File: src/rtl/mcdf_chnl_arbiter.sv
// Channel arbiter for the multi-channel data formatter.
// Picks one requesting channel by priority (round-robin among equals),
// requests the formatter, then streams one packet from that channel.

// Per-channel arbitration key: {priority, round-robin distance}; lower wins.
module mcdf_chnl_arb_lane #(
    parameter int NCH = 3,
    parameter int CHW = 2,
    parameter int IDX = 0
) (
    input  logic             req_i,
    input  logic [1:0]       prio_i,
    input  logic [CHW-1:0]   rr_last_i,
    output logic             vld_o,
    output logic [CHW+1:0]   key_o
);
    localparam logic [CHW:0] IDX_W = IDX[CHW:0];
    localparam logic [CHW:0] NCH_W = NCH[CHW:0];
    localparam logic [CHW:0] ONE   = {{CHW{1'b0}}, 1'b1};

    logic [CHW:0] rr_ext;
    logic [CHW:0] dist_full;

    assign rr_ext = {1'b0, rr_last_i};

    // Distance from the channel after rr_last, scanning upward modulo NCH.
    always_comb begin
        if (IDX_W > rr_ext) dist_full = IDX_W - rr_ext - ONE;
        else                dist_full = IDX_W + NCH_W - rr_ext - ONE;
    end

    assign vld_o = req_i;
    assign key_o = {prio_i, dist_full[CHW-1:0]};
endmodule

module mcdf_chnl_arbiter #(
    parameter int NCH = 3,
    parameter int DW  = 8,
    parameter int CHW = 2
) (
    input  logic              clk_i,
    input  logic              rstn_i,
    input  logic [NCH-1:0]    slv_req_i,
    input  logic [2*NCH-1:0]  slv_prio_i,
    input  logic [2*NCH-1:0]  slv_len_i,
    input  logic [NCH-1:0]    slv_val_i,
    input  logic [DW*NCH-1:0] slv_data_i,
    output logic [NCH-1:0]    slv_ack_o,
    output logic              fmt_req_o,
    output logic [CHW-1:0]    fmt_chid_o,
    output logic [5:0]        fmt_length_o,
    input  logic              fmt_grant_i,
    output logic              fmt_send_o,
    output logic [DW-1:0]     fmt_data_o,
    output logic              fmt_end_o
);
    typedef enum logic [1:0] {IDLE, REQ, SEND} state_e;

    localparam logic [CHW-1:0] RR_RST = CHW'(NCH - 1);

    state_e              state_q;
    logic [CHW-1:0]      rr_last_q;
    logic [CHW-1:0]      chid_q;
    logic [5:0]          len_q;
    logic                req_q;
    logic [4:0]          cnt_q;
    logic [4:0]          cnt_d;

    logic [NCH-1:0]           lane_vld;
    logic [NCH-1:0][CHW+1:0]  lane_key;

    logic                best_vld;
    logic [CHW+1:0]      best_key;
    logic [CHW-1:0]      best_id;
    logic [1:0]          best_len;

    logic                sel_val;
    logic [DW-1:0]       sel_data;
    logic                send_w;
    logic                end_w;

    genvar g;
    generate
        for (g = 0; g < NCH; g++) begin : g_lane
            mcdf_chnl_arb_lane #(.NCH(NCH), .CHW(CHW), .IDX(g)) u_lane (
                .req_i     (slv_req_i[g]),
                .prio_i    (slv_prio_i[2*g +: 2]),
                .rr_last_i (rr_last_q),
                .vld_o     (lane_vld[g]),
                .key_o     (lane_key[g])
            );
        end
    endgenerate

    // Minimum-key search over requesting channels; keys are unique.
    always_comb begin
        best_vld = 1'b0;
        best_key = '1;
        best_id  = '0;
        best_len = '0;
        for (int i = 0; i < NCH; i++) begin
            if (lane_vld[i] && (!best_vld || lane_key[i] < best_key)) begin
                best_vld = 1'b1;
                best_key = lane_key[i];
                best_id  = CHW'(i);
                best_len = slv_len_i[2*i +: 2];
            end
        end
    end

    // Combinational path from the granted slave head word to the formatter.
    always_comb begin
        sel_val  = 1'b0;
        sel_data = '0;
        for (int i = 0; i < NCH; i++) begin
            if (chid_q == CHW'(i)) begin
                sel_val  = slv_val_i[i];
                sel_data = slv_data_i[DW*i +: DW];
            end
        end
        send_w = (state_q == SEND) && sel_val;
        end_w  = send_w && ({1'b0, cnt_q} == (len_q - 6'd1));
        cnt_d  = cnt_q + 5'd1;
    end

    // One-hot pop strobe back to the channel being drained.
    always_comb begin
        slv_ack_o = '0;
        for (int i = 0; i < NCH; i++) begin
            slv_ack_o[i] = send_w && (chid_q == CHW'(i));
        end
    end

    assign fmt_send_o   = send_w;
    assign fmt_data_o   = send_w ? sel_data : '0;
    assign fmt_end_o    = end_w;
    assign fmt_req_o    = req_q;
    assign fmt_chid_o   = chid_q;
    assign fmt_length_o = len_q;

    // Packet sequencer: arbitrate, request the formatter, stream one packet.
    always_ff @(posedge clk_i) begin
        if (!rstn_i) begin
            state_q   <= IDLE;
            rr_last_q <= RR_RST;
            chid_q    <= '0;
            len_q     <= '0;
            req_q     <= 1'b0;
            cnt_q     <= '0;
        end else begin
            case (state_q)
                IDLE: begin
                    if (best_vld) begin
                        chid_q  <= best_id;
                        len_q   <= 6'd4 << best_len;
                        req_q   <= 1'b1;
                        state_q <= REQ;
                    end
                end
                REQ: begin
                    if (fmt_grant_i) begin
                        req_q   <= 1'b0;
                        state_q <= SEND;
                    end
                end
                SEND: begin
                    if (send_w) begin
                        if (end_w) begin
                            cnt_q     <= '0;
                            rr_last_q <= chid_q;
                            state_q   <= IDLE;
                        end else begin
                            cnt_q <= cnt_d;
                        end
                    end
                end
                default: state_q <= IDLE;
            endcase
        end
    end
endmodule
File: config.mk
export PLATFORM = sky130hd
export DESIGN_NAME = mcdf_chnl_arbiter
export DESIGN_NICKNAME = d
export VERILOG_FILES = /design/src/rtl/mcdf_chnl_arbiter.sv
export SDC_FILE = /design/constraint.sdc
export NUM_CORES = 1
export LEC_CHECK = 0
export CAP_MARGIN = 10
export CORE_MARGIN = 2
export CORE_UTILIZATION = 44
export CTS_CLUSTER_SIZE = 30
export DETAILED_ROUTE_END_ITERATION = 12
export PLACE_DENSITY = 0.85
export SLEW_MARGIN = 20
export SYNTH_ARGS = -nofsm -noshare
export SYNTH_HDL_FRONTEND = slang
export SYNTH_SLANG_ARGS = --single-unit
export TNS_END_PERCENT = 20
File: constraint.sdc
create_clock -name clk_i -period 8.3 [get_ports clk_i]
set_clock_uncertainty 0.2 [all_clocks]
set_input_delay 1.245 -clock clk_i [delete_from_list [all_inputs] [get_ports clk_i]]
set_output_delay 1.245 -clock clk_i [all_outputs]
set_load 0.005 [all_outputs]
==> results of run 1 <==
==> per-layer routing <==
layer	track usage [%]	routed length (um)
met2	37.3	1740
met5	0	0
met1	23.3	1610
met4	2.80	25
met3	4.48	381
==> cells in the mapped netlist (2+ instances only) <==
library cell	count
sky130_fd_sc_hd__a2111oi_0	2
sky130_fd_sc_hd__a21boi_0	3
sky130_fd_sc_hd__a21boi_1	3
sky130_fd_sc_hd__a21oi_1	9
sky130_fd_sc_hd__a31o_2	4
sky130_fd_sc_hd__a32o_1	3
sky130_fd_sc_hd__a32oi_1	2
sky130_fd_sc_hd__and3_1	3
sky130_fd_sc_hd__buf_2	2
sky130_fd_sc_hd__buf_4	2
sky130_fd_sc_hd__clkbuf_1	3
sky130_fd_sc_hd__dfxtp_1	16
sky130_fd_sc_hd__ha_1	10
sky130_fd_sc_hd__inv_1	12
sky130_fd_sc_hd__mux2_2	3
sky130_fd_sc_hd__mux2i_1	10
sky130_fd_sc_hd__nand2_1	13
sky130_fd_sc_hd__nand3_1	8
sky130_fd_sc_hd__nand3b_1	3
sky130_fd_sc_hd__nor2_1	23
sky130_fd_sc_hd__nor2b_1	2
sky130_fd_sc_hd__nor3_1	3
sky130_fd_sc_hd__nor3b_1	3
sky130_fd_sc_hd__o211ai_1	2
sky130_fd_sc_hd__o21ai_1	4
sky130_fd_sc_hd__o31a_1	2
sky130_fd_sc_hd__o31ai_1	3
sky130_fd_sc_hd__o41ai_1	4
sky130_fd_sc_hd__xnor2_1	2
sky130_fd_sc_hd__xor2_1	2
==> per-stage QoR <==
step | worst slack, ns | hold slack [ns] | instance area, sq um
finish | 2.79 | 0.277 | 2090
detailed placement | 2.55 | 0.269 | 2070
CTS | 2.84 | 0.284 | 2090
global placement | 2.71 | 0.268 | 2070
floorplan | 3.55 | 0.256 | 1430
global route | 2.48 | 0.306 | 2090
==> sequential cells by signal (all words and copies together) (netlist names) <==
name / count
state_q: 2
rr_last_q: 2
cnt_q: 5
fmt_length_o: 4
fmt_req_o: 1
fmt_chid_o: 2
==> logic make-up (layout without fill, tap and decap cells) <==
group,count (synthesis),in the layout,synth area share [%]
simple gates,67,67,23.9
compound gates,49,49,25.4
buf+inv,22,79,7.37
flops,16,16,22.5
mux,13,13,9.39
fa+ha+maj,10,10,8.77
xor+xnor,4,4,2.46
other cells,1,2,0.263
==> cell type report <==
type | instances | share of cell area, %
Sequential cell | 16 | 15.3
Inverter | 12 | 2.16
Clock buffer | 3 | 1.08
Timing Repair Buffer | 64 | 30.7
Multi-Input combinational cell | 145 | 48.1
Tap cell | 44 | 2.64
==> worst reg2reg max path, stage by stage, from the launching register on <==
cell and delay [ns]:
sky130_fd_sc_hd__dfxtp_1 0.40, sky130_fd_sc_hd__inv_1 0.06, sky130_fd_sc_hd__ha_1 0.31, sky130_fd_sc_hd__nor2_1 0.15
sky130_fd_sc_hd__ha_1 0.25, sky130_fd_sc_hd__o211ai_1 0.23, sky130_fd_sc_hd__o21ai_0 0.13, sky130_fd_sc_hd__a21boi_1 0.53
sky130_fd_sc_hd__mux2_2 0.42, sky130_fd_sc_hd__ha_1 0.32, sky130_fd_sc_hd__a2111oi_0 0.10, sky130_fd_sc_hd__o31a_1 0.30
sky130_fd_sc_hd__a31oi_1 0.47, sky130_fd_sc_hd__and3_1 0.32, sky130_fd_sc_hd__a31o_2 0.17
==> worst max-delay path by stage <==
stage | to | startpoint | slack (ns)
floorplan | fmt_length_o[2] | slv_req_i[0] | 3.55
global placement | fmt_length_o[4] | slv_req_i[0] | 2.71
global route | fmt_length_o[3] | slv_req_i[0] | 2.48
finish | fmt_length_o[3] | slv_req_i[0] | 2.79
CTS | fmt_length_o[3] | slv_req_i[0] | 2.84
detailed placement | fmt_length_o[3] | slv_req_i[0] | 2.55
==> power by group <==
part	total [mW]	switching, mW	internal [mW]
combinational	0.0843	0.0348	0.0495
clock	0.0390	0.0222	0.0168
sequential	0.0911	0.00963	0.0815
==> impl_summary.txt, run 1 <==
----------------------------------------------------
[Critical path]
  Launching point of the worst reg2reg path ... rr_last_q[0]
  Critical path, cell by cell ... clkdlybuf4s50_1, inv_1, nor2_1, ha_1, a21oi_1, o21ai_0, a21boi_1, mux2_2, ha_1, a2111oi_0, o31a_1, a31oi_1, and3_1, a31o_2
  CP peak stage delay ... 0.66 ns
  Critical Path Sink Type ... register
  Length in cells of the worst reg-to-reg path ... 14
  R2R Setup Slk ... 3.91 ns
  Cell with the most instances on the worst path ... sky130_fd_sc_hd__ha_1
  Buffer and inverter count on the worst path ... 2
  Depth of the critical timing path with buffers and inverters included ... 14
  Dominant delay contributor by cell family on the critical path ... compound AO/OA/AOI/OAI gates
  Required @ worst endpoint ... 8.33 ns
  Crit-path slowest cell ... sky130_fd_sc_hd__clkdlybuf4s50_1
  Maximum fanout count along the critical path ... 10
  Critical path class ... in -> reg
  Startpoint type of the worst setup path ... primary input
  Endpoint arrival time on the critical path ... 5.53 ns
  End of the worst register-to-register path ... fmt_length_o[3]

[Min path]
  Worst min-delay path endpoint ... fmt_req_o
  Hold Path Origin ... fmt_req_o
  HP Class ... reg -> reg
  Worst hold path depth ... 2

[STA]
  Pins over their slew limit ... 0
  Fin crit period ... 5.51 ns
  Fmax ... 182 MHz
  Summed negative setup slack over all endpoints ... 0 ns
  Worst slew slack as a fraction of its limit ... 39.9%
  Transition time at the pin with the least slew margin ... 0.893 ns
  Crit share post-route ... 66.3%
  Final Hold Viols ... 0
  Setup repair after global routing missed its margin ... false
  Setup Viol. Count Final ... 0

[Synth]
  Post-synth EDFFs ... 0
  Primary FF master, synth ... sky130_fd_sc_hd__dfxtp_1
  Fraction of registers with async set or reset after synthesis ... 0%
  Synthesized instance count ... 182
  Cell type with the highest aggregate area in the netlist ... sky130_fd_sc_hd__dfxtp_1
  Average footprint of a synthesized cell ... 7.84 sq um
  Netlist Area Pre-Place ... 1430 sq um
  Synth top area share ... 22.5%
  Most area-consuming cells after synthesis ... sky130_fd_sc_hd__dfxtp_1, sky130_fd_sc_hd__ha_1, sky130_fd_sc_hd__mux2i_1
  Sequential-to-total area share from yosys stat ... 22.5%
  Number of library cell types mapped by synthesis ... 51
  Register bit count reported by yosys ... 16
  Number of warning messages in the yosys log ... 0

[Clocking]
  Clock tree from TritonCTS ... built
  Worst skew pair latency ... 0.28 ns
  Post-CTS repair timing setup buffer count ... 0
  Clk root buf ... sky130_fd_sc_hd__clkbuf_4
  # hold bufs at CTS ... 0
  H-tree depth ... 1
  Clock-pin slew on the worst setup and hold paths ... 0.09 ns
  Clock sinks ... 16
  Buffers from clock root to sink, at most ... 2
  Num CTS Buffers ... 3
  Resize count post-CTS ... 0

[Final layout]
  Final cell count without fillers ... 284
  Layout cell share with drive strength beyond 1 ... 5.00%
  Fill cell instance count of the final layout ... 271
  Commonest non-fill, non-tap cells in the layout ... sky130_fd_sc_hd__clkdlybuf4s50_1, sky130_fd_sc_hd__nor2_1, sky130_fd_sc_hd__dfxtp_1
  Area Overhead vs Synth ... 46.4%
  Footprint of the multi-input gates ... 1000 sq um
  Sequential cell area in the final layout ... 320 sq um
  Leading cell type in the layout, fill and taps excluded ... sky130_fd_sc_hd__clkdlybuf4s50_1
  Fraction of the core area covered by cells at the end of the flow ... 67.8%
  Ant. Diodes ... 0
  Final #Nets ... 297

[Status]
  Result of the run ... finished clean

[Routing]
  Overall via count from detail_route ... 1557
  Routed wire length per instance ... 13.2 um
  Number of search-and-repair iterations in the first detailed-routing pass ... 4
  Vias per Instance ... 5.48
  Total length of routed wires ... 3760 um
  Initial DRC count ... 44
  Drt drc ... 0
  DRT antenna net count ... 0

[Floorplanning]
  Area of the core ... 3080 sq um
  Site row count ... 20
  Die Wd ... 60.9 um
  Ports placed on the boundary ... 67
  Die Height ... 60.9 um
  Initial core utilization ... 46.3%
  DIE AREA ... 3710 sq um

[Place]
  Weighted congestion at the end of routability-driven global placement ... 0.819
  Placed instance count ... 281
  Half-perimeter wire length after placement ... 3100 um
  Count of input and output buffers ... 64

[Global route]
  Initial antenna violation count ... 0
  Largest net degree at the start of global routing ... 21
  Number of global-route vias before repair ... 1291
  First-pass GRT wire length ... 5610 um
  Total overflow reported by the global router ... 0
  GRT Resource Usage Total ... 19.8%

[Run]
  Max-cap violations ... 0

[Pwr]
  Total power per unit cell area ... 103 nW/um^2
  Reported leakage power ... 0.786 nW
  Pwr Total ... 214 uW
  Maximum ir drop on the vdd rail ... 89.0 uV

----------------------------------------------------
Power figures use the tool's default switching activity.
==> inputs of run 2 (changes only) <==
--- a/config.mk
+++ b/config.mk
@@ -7,10 +7,10 @@
 export LEC_CHECK = 0
 export CAP_MARGIN = 10
 export CORE_MARGIN = 2
-export CORE_UTILIZATION = 44
+export CORE_UTILIZATION = 37
 export CTS_CLUSTER_SIZE = 30
 export DETAILED_ROUTE_END_ITERATION = 12
-export PLACE_DENSITY = 0.85
+export PLACE_DENSITY = 0.76
 export SLEW_MARGIN = 20
 export SYNTH_ARGS = -nofsm -noshare
 export SYNTH_HDL_FRONTEND = slang
==> constraint.sdc (replaced) <==
create_clock -name clk_i -period 4.9 [get_ports clk_i]
set_clock_uncertainty 0.2 [all_clocks]
set_input_delay 0.735 -clock clk_i [delete_from_list [all_inputs] [get_ports clk_i]]
set_output_delay 0.735 -clock clk_i [all_outputs]
set_load 0.005 [all_outputs]
==> impl_summary.txt, run 2 (synthesis gave the netlist of run 1 again) <==
----------------------------------------------------
[Final layout]
  Final #Nets ... 301
  Area Overhead vs Synth ... 51.1%
  Final cell count without fillers ... 293
  Post-route cell area ... 2160 sq um
  Layout cell share with drive strength beyond 1 ... 6.94%
  Number of flip-flops under the largest register name ... 5
  Largest register by flop count ... cnt_q
  Ant. Diodes ... 0
  Leading cell type in the layout, fill and taps excluded ... sky130_fd_sc_hd__clkdlybuf4s50_1
  Commonest non-fill, non-tap cells in the layout ... sky130_fd_sc_hd__clkdlybuf4s50_1, sky130_fd_sc_hd__nor2_1, sky130_fd_sc_hd__dfxtp_1

[Floorplanning]
  Site row count ... 22
  Die Height ... 66.1 um
  Die Wd ... 66.1 um
  Ports placed on the boundary ... 67
  Area of the core ... 3690 sq um
  Initial core utilization ... 38.7%
  DIE AREA ... 4370 sq um

[Global route]
  GRT Resource Usage Total ... 18.4%
  Initial antenna violation count ... 0
  Number of global-route vias before repair ... 1505
  Largest net degree at the start of global routing ... 21
  Total overflow reported by the global router ... 0
  First-pass GRT wire length ... 6420 um

[Place]
  Half-perimeter wire length after placement ... 3000 um
  Count of input and output buffers ... 64
  Weighted congestion at the end of routability-driven global placement ... 0.911
  Placed instance count ... 289
  Post-place instance area ... 2100 sq um

[Clocking]
  Clk root buf ... sky130_fd_sc_hd__clkbuf_8
  H-tree depth ... 1
  Clock tree from TritonCTS ... built
  Buffers from clock root to sink, at most ... 2
  Worst skew pair latency ... 0.25 ns
  Resize count post-CTS ... 0
  Post-CTS repair timing setup buffer count ... 0
  Num CTS Buffers ... 3
  # hold bufs at CTS ... 0
  Clock sinks ... 16
  Clock-pin slew on the worst setup and hold paths ... 0.06 ns

[Routing]
  Drt drc ... 0
  Top sig layer ... met4
  DRT antenna net count ... 0
  Total length of routed wires ... 3830 um
  Vias per Instance ... 5.34
  Routed wire length per instance ... 13.1 um
  Number of search-and-repair iterations in the first detailed-routing pass ... 4
  Met2 wire len ... 1640 um
  Met3 WL ... 491 um
  Overall via count from detail_route ... 1566
  Wire length on met1 ... 1660 um
  Initial DRC count ... 59

[Critical path]
  Launching point of the worst reg2reg path ... rr_last_q[0]
  R2R Setup Slk ... 0.80 ns
  Required @ worst endpoint ... 4.85 ns
  Maximum fanout count along the critical path ... 7
  Critical Path Sink Type ... register
  Startpoint type of the worst setup path ... primary input
  Endpoint arrival time on the critical path ... 4.43 ns
  Startpoint of the worst setup timing path ... slv_req_i[0]
  Critical path class ... in -> reg

[Min path]
  Hold Path Origin ... fmt_req_o
  HP Class ... reg -> reg

[Pwr]
  Total power per unit cell area ... 194 nW/um^2
  Reported leakage power ... 0.820 nW
  Maximum ir drop on the vdd rail ... 134 uV

[STA]
  Final Hold Viols ... 0
  Setup Viol. Count Final ... 0
  Summed negative setup slack over all endpoints ... 0 ns
  Setup repair after global routing missed its margin ... false
  Post-route worst hold slack ... 0.275 ns
  Fmax ... 223 MHz
  Worst slew slack as a fraction of its limit ... 36.0%
  Transition time at the pin with the least slew margin ... 0.952 ns
  Fin crit period ... 4.48 ns
  Crit share post-route ... 91.5%
  Pins over their slew limit ... 0

[Run]
  Max-cap violations ... 0

[Status]
  Result of the run ... finished clean

----------------------------------------------------
==> run 2: cell count changes in the layout (fill, tap and decap cells not counted) <==
cell	change
sky130_fd_sc_hd__buf_4	+4
sky130_fd_sc_hd__clkbuf_4	-3
sky130_fd_sc_hd__clkbuf_8	+4
==> run 2: worst max-delay path, stage by stage <==
cell                              delay [ns]
sky130_fd_sc_hd__clkdlybuf4s50_1        0.47
sky130_fd_sc_hd__inv_1                  0.09
sky130_fd_sc_hd__nor2_1                 0.15
sky130_fd_sc_hd__ha_1                   0.27
sky130_fd_sc_hd__a21oi_1                0.29
sky130_fd_sc_hd__o21ai_0                0.15
sky130_fd_sc_hd__a21boi_1               0.22
sky130_fd_sc_hd__buf_4                  0.19
sky130_fd_sc_hd__mux2_2                 0.34
sky130_fd_sc_hd__ha_1                   0.26
sky130_fd_sc_hd__a2111oi_0              0.38
sky130_fd_sc_hd__o31a_1                 0.21
sky130_fd_sc_hd__a31oi_1                0.04
sky130_fd_sc_hd__buf_4                  0.18
sky130_fd_sc_hd__and3_1                 0.22
sky130_fd_sc_hd__a31o_2                 0.24
==> run 2: final timing paths <==
path	to	cells past startpoint
hold / removal	fmt_req_o	2
hold reg to reg	fmt_req_o	2
setup reg to reg	fmt_length_o[4]	16
setup / recovery	fmt_length_o[4]	16
==> run 2: final cells by class <==
type	instances	area, sq um
Fill cell	345	1530
Multi-Input combinational cell	145	1000
Timing Repair Buffer	68	671
Sequential cell	16	320
Tap cell	48	60.1
Clock buffer	4	55.1
Inverter	12	45.0
==> run 2: stage by stage <==
stage	power [mW]	utilization (%)	setup slack [ns]
global placement	0.302	57.0	0.332
global route	0.446	58.4	0.0252
floorplan	0.233	-	0.657
finish	0.418	58.4	0.416
CTS	0.420	58.4	0.434
detailed placement	0.304	57.0	0.166
==> run 2: routing by layer <==
layer | up-vias | global-route usage [%]
met3 | 5 | 5.62
met4 | 0 | 4.59
met2 | 85 | 31.8
met1 | 681 | 22.0
met5 | - | 0
li1 | 795 | -
==> run 2: power breakdown <==
| group | total [mW] | internal, mW | leakage, nW | switching (mW) |
|---|---|---|---|---|
| Clock | 0.117 | 0.0713 | 0.0288 | 0.0458 |
| Combinational | 0.152 | 0.0875 | 0.661 | 0.0650 |
| Sequential | 0.149 | 0.138 | 0.130 | 0.0104 |
==> inputs of run 3 (changes only) <==
--- a/config.mk
+++ b/config.mk
@@ -7,10 +7,10 @@
 export LEC_CHECK = 0
 export CAP_MARGIN = 10
 export CORE_MARGIN = 2
-export CORE_UTILIZATION = 37
+export CORE_UTILIZATION = 41
 export CTS_CLUSTER_SIZE = 30
 export DETAILED_ROUTE_END_ITERATION = 12
-export PLACE_DENSITY = 0.76
+export PLACE_DENSITY = 0.8
 export SLEW_MARGIN = 20
 export SYNTH_ARGS = -nofsm -noshare
 export SYNTH_HDL_FRONTEND = slang
==> constraint.sdc (replaced) <==
create_clock -name clk_i -period 4.65 [get_ports clk_i]
set_clock_uncertainty 0.2 [all_clocks]
set_input_delay 0.6975 -clock clk_i [delete_from_list [all_inputs] [get_ports clk_i]]
set_output_delay 0.6975 -clock clk_i [all_outputs]
set_load 0.005 [all_outputs]
==> impl_summary.txt, run 3 (synthesis gave the netlist of run 1 again) <==
----------------------------------------------------
[Clocking]
  Resize count post-CTS ... 0
  Worst skew pair latency ... 0.28 ns
  Clock tree from TritonCTS ... built
  Buffers from clock root to sink, at most ... 2
  # hold bufs at CTS ... 0
  Clk root buf ... sky130_fd_sc_hd__clkbuf_4
  H-tree depth ... 1
  Post-CTS repair timing setup buffer count ... 0
  Num CTS Buffers ... 3
  Clock-pin slew on the worst setup and hold paths ... 0.09 ns
  Clock sinks ... 16

[Critical path]
  R2R Setup Slk ... 0.61 ns
  Dominant delay contributor by cell family on the critical path ... compound AO/OA/AOI/OAI gates
  Startpoint type of the worst setup path ... primary input
  Critical path class ... in -> reg
  Required @ worst endpoint ... 4.63 ns
  Crit-path slowest cell ... sky130_fd_sc_hd__clkdlybuf4s50_1
  Launching point of the worst reg2reg path ... rr_last_q[0]
  Buffer and inverter count on the worst path ... 3
  Cell with the most instances on the worst path ... sky130_fd_sc_hd__ha_1
  Endpoint arrival time on the critical path ... 4.24 ns
  Maximum fanout count along the critical path ... 7
  Startpoint of the worst setup timing path ... slv_req_i[0]
  Critical path, cell by cell ... clkdlybuf4s50_1, inv_1, nor2_1, ha_1, o211ai_1, o21ai_0, a21boi_1, buf_4, mux2_2, ha_1, a2111oi_0, a31oi_1, and3_1, a31o_2
  Critical Path Sink Type ... register
  CP peak stage delay ... 0.48 ns

[Run]
  Max-cap violations ... 0

[Routing]
  Initial DRC count ... 68
  Drt drc ... 0
  Total length of routed wires ... 3720 um
  Vias per Instance ... 5.50
  Overall via count from detail_route ... 1601
  DRT antenna net count ... 0
  Routed wire length per instance ... 12.8 um
  Number of search-and-repair iterations in the first detailed-routing pass ... 4

[STA]
  Summed negative setup slack over all endpoints ... 0 ns
  Setup slack of the critical path after layout ... 0.393 ns
  Final Hold Viols ... 0
  Transition time at the pin with the least slew margin ... 0.889 ns
  Setup Viol. Count Final ... 0
  Fmax ... 235 MHz
  Crit share post-route ... 91.6%
  Worst slew slack as a fraction of its limit ... 40.2%
  Fin crit period ... 4.26 ns
  Pins over their slew limit ... 0
  Setup repair after global routing missed its margin ... false

[Global route]
  Total overflow reported by the global router ... 0
  Initial antenna violation count ... 0
  M1 GR Usage ... 23.1%
  Met3 usage in global routing ... 5.77%
  Fraction of met2 tracks used by global routing ... 32.0%
  GRT Resource Usage Total ... 18.7%
  Largest net degree at the start of global routing ... 21
  Most used routing layer in global routing ... met2
  First-pass GRT wire length ... 6240 um
  Number of global-route vias before repair ... 1457

[Final layout]
  Commonest non-fill, non-tap cells in the layout ... sky130_fd_sc_hd__clkdlybuf4s50_1, sky130_fd_sc_hd__nor2_1, sky130_fd_sc_hd__dfxtp_1
  Layout cell share with drive strength beyond 1 ... 6.94%
  Largest register by flop count ... cnt_q
  Fill cell instance count of the final layout ... 312
  Final #Nets ... 301
  Fraction of the core area covered by cells at the end of the flow ... 64.0%
  Area Overhead vs Synth ... 49.6%
  Ant. Diodes ... 0
  Number of flip-flops under the largest register name ... 5
  Leading cell type in the layout, fill and taps excluded ... sky130_fd_sc_hd__clkdlybuf4s50_1

[Floorplanning]
  Die Wd ... 63.0 um
  Area of the core ... 3340 sq um
  Site row count ... 21
  Initial core utilization ... 42.7%
  Ports placed on the boundary ... 67
  Die Height ... 63.0 um
  DIE AREA ... 3970 sq um

[Pwr]
  Switching part of the total power ... 29.9%
  Int Pwr ... 284 uW
  Combinational power share ... 39.0%
  Reported leakage power ... 0.812 nW
  Maximum ir drop on the vdd rail ... 142 uV
  NetSw ... 121 uW
  Total power per unit cell area ... 190 nW/um^2
  Clock power share ... 22.2%
  Flop pwr share ... 38.8%

[Status]
  Result of the run ... finished clean

[Place]
  Half-perimeter wire length after placement ... 2960 um
  Count of input and output buffers ... 64
  Post-place setup slack ... 0.0876 ns
  Weighted congestion at the end of routability-driven global placement ... 0.922

[Min path]
  Hold Path Origin ... fmt_req_o
  HP Class ... reg -> reg

----------------------------------------------------
[run 3: cell counts in the layout (fill, tap and decap cells not counted)]
No cell type changed its count.
[run 3: metrics by stage]
| step | instance area, sq um | power (mW) | hold WS, ns | std cells |
|---|---|---|---|---|
| floorplan | 1430 | 0.246 | 0.256 | 183 |
| global route | 2130 | 0.430 | 0.305 | 291 |
| detailed placement | 2100 | 0.319 | 0.263 | 287 |
| global placement | 2100 | 0.318 | 0.254 | 287 |
| CTS | 2130 | 0.407 | 0.275 | 291 |
| finish | 2130 | 0.405 | 0.268 | 291 |
[run 3: path summary, 6_finish.rpt]
check,to,cells past startpoint
min,fmt_req_o,2
min reg2reg,fmt_req_o,2
max reg2reg,fmt_length_o[3],14
max,fmt_length_o[3],14
[run 3: area by class of cell]
cell class | instances | area [sq um] | area share [%]
tap | 46 | 57.6 | 2.70
inverter | 12 | 45.0 | 2.11
clock buffer | 4 | 36.3 | 1.70
timing repair buffer | 68 | 671 | 31.4
sequential | 16 | 320 | 15.0
multi-input combinational | 145 | 1000 | 47.1
[run 3: power by group through the flow]
| stage | registers, mW | clock network [mW] | logic (mW) |
|---|---|---|---|
| 2_1_floorplan | 0.156 | 0 | 0.0893 |
| 3_3_place_gp | 0.160 | 0 | 0.157 |
| 3_5_place_dp | 0.160 | 0 | 0.158 |
| 4_1_cts | 0.157 | 0.0911 | 0.159 |
| 5_1_grt | 0.159 | 0.0964 | 0.175 |
| 6_report | 0.157 | 0.0898 | 0.158 |
[run 3: routing by layer]
layer / vias up / routed length (um)
met3: 4 / 376
met5: - / 0
met4: 0 / 17
met1: 724 / 1790
li1: 796 / -
met2: 77 / 1540
[run 3: tightest hold or removal path, stage by stage, from the launching register on]
cell                       delay (ns)
sky130_fd_sc_hd__dfxtp_1         0.32
sky130_fd_sc_hd__nand2_1         0.05
sky130_fd_sc_hd__a21boi_0        0.06
